[config.mk]
export PLATFORM = sky130hd
export DESIGN_NAME = mmcm_reset_sequencer
export DESIGN_NICKNAME = d
export VERILOG_FILES = /design/src/rtl/mmcm_seq_pkg.sv /design/src/rtl/sync2_ff.sv /design/src/rtl/mmcm_reset_sequencer.sv
export SDC_FILE = /design/constraint.sdc
export NUM_CORES = 1
export LEC_CHECK = 0
export CAP_MARGIN = 20
export CORE_UTILIZATION = 55
export CTS_CLUSTER_DIAMETER = 150
export DETAILED_ROUTE_END_ITERATION = 8
export GPL_ROUTABILITY_DRIVEN = 0
export PLACE_DENSITY_LB_ADDON = 0.2
export REMOVE_ABC_BUFFERS = 1
export SLEW_MARGIN = 10
export SYNTH_ARGS = -nofsm -noshare
export SYNTH_HDL_FRONTEND = slang
export SYNTH_SLANG_ARGS = --single-unit
[constraint.sdc]
create_clock -name clk -period 6.5 [get_ports clk]
set_input_delay 1.3 -clock clk [delete_from_list [all_inputs] [get_ports clk]]
set_output_delay 1.3 -clock clk [all_outputs]
set_load 0.005 [all_outputs]
[src/rtl/mmcm_seq_pkg.sv]
// rtl/mmcm_seq_pkg.sv - state encoding and counter sizing for mmcm_reset_sequencer
//   seq_state_t    : sequencer states
//   seq_cnt_width  : width of the shared phase counter ($clog2 of largest cycle count, plus 1)
package mmcm_seq_pkg;

  typedef enum logic [2:0] {
    RESET     = 3'd0,
    WAIT_LOCK = 3'd1,
    RELEASE   = 3'd2,
    READY_ST  = 3'd3,
    FAULT     = 3'd4,
    PWRDN     = 3'd5
  } seq_state_t;

  localparam logic [3:0] RETRY_SAT = 4'hF;

  function automatic int seq_cnt_width(input int a, input int b, input int c, input int d);
    int m;
    m = a;
    if (b > m) m = b;
    if (c > m) m = c;
    if (d > m) m = d;
    return $clog2(m) + 1;
  endfunction

endpackage

[src/rtl/sync2_ff.sv]
// rtl/sync2_ff.sv - two-flop synchronizer, async active-low reset to 0
//   clk   in  destination clock
//   rst_n in  asynchronous active-low reset
//   d     in  asynchronous input
//   q     out synchronized output, lags d by two clk edges
module sync2_ff (
  input  logic clk,
  input  logic rst_n,
  input  logic d,
  output logic q
);

  logic meta;

  always_ff @(posedge clk or negedge rst_n) begin
    if (!rst_n) begin
      meta <= 1'b0;
      q    <= 1'b0;
    end else begin
      meta <= d;
      q    <= meta;
    end
  end

endmodule

[src/rtl/mmcm_reset_sequencer.sv]
// rtl/mmcm_reset_sequencer.sv - MMCM reset/lock sequencer with lock filter, timeout and retries
//   clk          in   free-running reference clock (not an MMCM output)
//   rst_n        in   asynchronous active-low reset
//   req_rst      in   restart request; clears fault and retry count
//   req_pwrdwn   in   power down the MMCM while high
//   locked       in   MMCM LOCKED, asynchronous to clk
//   mmcm_rst     out  MMCM RST
//   mmcm_pwrdwn  out  MMCM PWRDWN
//   ready        out  clocks valid, downstream resets may release
//   fault        out  retries exhausted
//   retry_cnt    out  failed attempts in the current sequence (saturating)
module mmcm_reset_sequencer
  import mmcm_seq_pkg::*;
#(
  parameter int RST_HOLD_CYCLES     = 16,
  parameter int LOCK_FILTER_CYCLES  = 8,
  parameter int LOCK_TIMEOUT_CYCLES = 65536,
  parameter int RELEASE_CYCLES      = 4,
  parameter int MAX_RETRIES         = 3
) (
  input  logic       clk,
  input  logic       rst_n,
  input  logic       req_rst,
  input  logic       req_pwrdwn,
  input  logic       locked,
  output logic       mmcm_rst,
  output logic       mmcm_pwrdwn,
  output logic       ready,
  output logic       fault,
  output logic [3:0] retry_cnt
);

  localparam int CW = seq_cnt_width(RST_HOLD_CYCLES, LOCK_FILTER_CYCLES,
                                    LOCK_TIMEOUT_CYCLES, RELEASE_CYCLES);
  localparam int FW = $clog2(LOCK_FILTER_CYCLES) + 1;

  localparam logic [CW-1:0] HOLD_LAST    = CW'(RST_HOLD_CYCLES - 1);
  localparam logic [CW-1:0] TIMEOUT_LAST = CW'(LOCK_TIMEOUT_CYCLES - 1);
  localparam logic [CW-1:0] RELEASE_LAST = CW'(RELEASE_CYCLES - 1);
  localparam logic [FW-1:0] FILTER_LAST  = FW'(LOCK_FILTER_CYCLES - 1);
  localparam logic [3:0]    RETRY_LIMIT  = 4'(MAX_RETRIES);

  seq_state_t    state, state_n;
  logic [CW-1:0] cnt, cnt_n;
  logic [FW-1:0] filt, filt_n;
  logic [3:0]    retry_n, retry_inc;
  logic          lock_s;

  sync2_ff u_lock_sync (
    .clk   (clk),
    .rst_n (rst_n),
    .d     (locked),
    .q     (lock_s)
  );

  always_comb begin
    state_n   = state;
    cnt_n     = cnt + 1'b1;
    filt_n    = '0;
    retry_n   = retry_cnt;
    retry_inc = (retry_cnt == RETRY_SAT) ? retry_cnt : retry_cnt + 4'd1;

    if (req_pwrdwn) begin
      state_n = PWRDN;
      cnt_n   = '0;
    end else if (req_rst) begin
      // Held high this re-enters RESET every cycle, restarting the hold count.
      state_n = RESET;
      cnt_n   = '0;
      retry_n = '0;
    end else begin
      unique case (state)
        RESET: begin
          if (cnt == HOLD_LAST) begin
            state_n = WAIT_LOCK;
            cnt_n   = '0;
          end
        end
        WAIT_LOCK: begin
          // Lock acceptance is tested before the timeout on the same lock_s
          // sample, so a lock completing on the last timeout cycle wins.
          if (lock_s && (filt == FILTER_LAST)) begin
            state_n = RELEASE;
            cnt_n   = '0;
          end else if (cnt == TIMEOUT_LAST) begin
            retry_n = retry_inc;
            cnt_n   = '0;
            // >= also catches a count already at the limit, e.g. after a
            // power-down taken out of FAULT, which does not clear it.
            state_n = (retry_inc >= RETRY_LIMIT) ? FAULT : RESET;
          end else begin
            filt_n = lock_s ? filt + 1'b1 : '0;
          end
        end
        RELEASE: begin
          if (!lock_s) begin
            state_n = RESET;
            cnt_n   = '0;
          end else if (cnt == RELEASE_LAST) begin
            state_n = READY_ST;
            cnt_n   = '0;
            retry_n = '0;
          end
        end
        READY_ST: begin
          cnt_n = '0;
          if (!lock_s) state_n = RESET;
        end
        FAULT: begin
          cnt_n = '0;
        end
        PWRDN: begin
          cnt_n   = '0;
          state_n = RESET;
        end
        default: begin
          state_n = RESET;
          cnt_n   = '0;
        end
      endcase
    end
  end

  // Outputs are decoded from the next state so they line up with the state register.
  always_ff @(posedge clk or negedge rst_n) begin
    if (!rst_n) begin
      state       <= RESET;
      cnt         <= '0;
      filt        <= '0;
      retry_cnt   <= '0;
      mmcm_rst    <= 1'b1;
      mmcm_pwrdwn <= 1'b0;
      ready       <= 1'b0;
      fault       <= 1'b0;
    end else begin
      state       <= state_n;
      cnt         <= cnt_n;
      filt        <= filt_n;
      retry_cnt   <= retry_n;
      mmcm_rst    <= (state_n == RESET) || (state_n == FAULT) || (state_n == PWRDN);
      mmcm_pwrdwn <= (state_n == PWRDN);
      ready       <= (state_n == READY_ST);
      fault       <= (state_n == FAULT);
    end
  end

endmodule

==> results.md <==
- Worst setup EP type: flip-flop
- # placed instances: 244
- First-pass GRT wire length: 7130 um
- Hold Crit Class: flip-flop to flip-flop
- Clock slew at reported path FFs: 0.06 ns
- Buffers on Ports: 12
- FF+latch count, synth: 34
- Diode count: 0
- Critical path required time: 6.62 ns
- Crit-path most repeated cell: ha_1
- CP Max Fanout: 16
- Setup bufs post-CTS: 0
- GRT overflow: 0
- Die Y: 63.2 um
- Die outline width: 63.2 um
- Max Freq: 336 MHz
- GRT Total Usage: 22.8%
- Hold Buf Count CTS: 0
- Status: completed
- Max cap viols: 0
- Rows: 21
- Vias post-DR: 1560
- Ys async rst share: 100%
- Residual DRC: 0
- Seq/Total Area, Yosys: 41.4%
- DR vias/cell: 6.24
- Min Tclk post-route: 2.97 ns
- DR iter-0 viols: 107
- Critical path's slowest cell: a211oi_4
- Vias in the first global route: 1472
- I/O pin cnt: 13
- Routed Antenna Nets: 0
- Crit share post-route: 45.7%
- Mapped Cells: 195
- WHS: 0.362 ns
- Core Box Area: 0.00347 mm2
- Post-synth cell types: 57
- Num CTS Buffers: 5
- Initial Util: 59.4%
- Post-synthesis cell area: 0.00206 mm2
- Worst-Skew Late Latency: 0.28 ns
- Critical path type: flip-flop to flip-flop
- Nets: 215
- Max VDD drop: 0.115 mV
- YS warnings: 0
- Fin. Hold Viols: 0
- Root Driver: clkbuf_8
- Worst Tran Pin Value: 0.880 ns
- Initial antenna violation count: 0
- Post-Route Skew: 0.00941 ns
- Post-synth EDFFs: 0
- Synth Area per Inst: 10.6 um2
- CP Cell Sequence: ha_1 -> nand3_1 -> nor3_1 -> and4_1 -> ha_1 -> nor4_2 -> a211oi_4 -> a211oi_1
- P per Cell Area: 175 mW/mm2
- Fraction of layout cells with a size suffix above 1: 14.7%
- Setup_tns: 0 ns
- Crit path DAT: 3.09 ns
- Clock sinks: 34
- CTS tree: done
- Total wire length: 4020 um
- Startpoint class of the critical path: flip-flop
- Area Overhead vs Synth: 9.23%
- Pin count of the biggest net entering global routing: 35
- Post-route insts no fill: 250
- Endpoints failing setup: 0
- Die ar.: 0.00399 mm2
- Per-cell routed wire length: 16.1 um
- Slowest stage delay, CP: 0.76 ns
- DRT Pass-1 Iters: 4
- Rel. slew slack: 41.1%
- Maximum buffer depth of the clock tree: 2
- H-Tree Depth: 2
- Unrepaired setup endpoints after global routing: no
- Leak: 0.000794 uW
- Final max-slew violation count: 0
- DPL Wire Length: 2820 um
- Post-CTS Resized: 0
- Ys flop type: dfrtp_1
## cell usage in the layout, fill, tap and decap left out, drive strengths merged, types with 5 or more instances in the layout
cell,instances
a211oi,18
clkbuf,6
clkdlybuf4s50,12
dfrtp,33
ha,5
inv,13
nand2,5
nand3,12
nand4,6
nor2,11
nor3,7
nor4,11
o21ai,5
xnor2,13
## registers in the layout, indices dropped and copies added, names as in the netlist
name and flops:
state 3, cnt 17, filt 4, ready 1, u_lock_sync.q 1, mmcm_pwrdwn 1
u_lock_sync.meta 1, mmcm_rst 1, retry_cnt 4, fault 1
## stage by stage
step	total power [uW]	worst slack, ns	utilization [%]	cell area (um2)
2_1_floorplan	236	4.01	-	1980
3_3_place_gp	249	3.33	62.5	2170
3_5_place_dp	249	3.27	62.5	2170
4_1_cts	396	3.53	64.9	2250
5_1_grt	412	3.30	64.9	2250
6_report	394	3.53	64.9	2250
## where the power goes
| part | switching [uW] | internal (uW) | leakage [uW] |
|---|---|---|---|
| logic | 18.8 | 9.49 | 0.000292 |
| registers | 3.34 | 214 | 0.000459 |
| clock network | 66.4 | 81.5 | 0.0000431 |
| total | 88.5 | 305 | 0.000794 |
## worst max-delay path, delay by kind of cell, from the launching register on
kind	cells	cell delay (ns)
compound gates	2	0.94
fa+ha+maj	2	0.50
flops	1	0.39
simple gates	4	0.97
## worst paths after layout
| check | start | to | slack (ns) | cells after the start |
|---|---|---|---|---|
| min | u_lock_sync.meta | u_lock_sync.q | 0.36 | 0 |
| max in group asynchronous | rst_n | mmcm_rst | 4.74 | 2 |
| max | cnt[0] | cnt[0] | 3.53 | 8 |
| min reg2reg | u_lock_sync.meta | u_lock_sync.q | 0.36 | 0 |
| max reg2reg | cnt[0] | cnt[0] | 3.53 | 8 |
| min in group asynchronous | rst_n | cnt[7] | 1.42 | 2 |
## area by class of cell
cell class,count,area (um2)
well taps,46,57.6
flip-flops and latches,34,852
repair buffers,13,128
clock buffers,6,82.6
inverters,13,48.8
fillers,283,1220
multi-input cells,138,1080
## cell families after synthesis
logic type | synth area share, %
buffers and inverters | 6.14
AND/OR/NAND/NOR | 22.3
adder cells (fa/ha/maj) | 3.04
flip-flops | 41.4
XOR/XNOR | 6.80
AO/OA/AOI/OAI | 20.4
## Yosys cell counts, types with 2 or more instances
cell type	number	area, um2
a211oi_1	8	60.1
a211oi_2	9	113
a21oi_1	2	10.0
a31oi_1	3	18.8
and3_1	2	12.5
buf_4	2	15.0
buf_6	2	22.5
clkbuf_1	2	7.51
dfrtp_1	33	826
ha_1	5	62.6
inv_1	13	48.8
nand2_1	5	18.8
nand2b_1	3	18.8
nand3_1	11	55.1
nand4_1	5	31.3
nor2_1	11	41.3
nor2b_1	2	12.5
nor3_1	7	35.0
nor3b_1	3	22.5
nor4_1	8	50.1
nor4_4	2	42.5
o211ai_1	2	15.0
o21ai_0	4	20.0
o22ai_1	2	12.5
o41a_1	2	22.5
or2_2	2	12.5
xnor2_1	13	114
xor2_1	3	26.3
## per-layer routing
metal  vias to the layer above  share of wire [%]  GRT usage [%]
li1                        748                  -              -
met1                       744                 48           35.0
met2                        61                 45           31.3
met3                         7                5.4           3.80
met4                         0                1.4           9.66
met5                         -                  0              0
No activity file was read; power rests on OpenSTA's default activity.
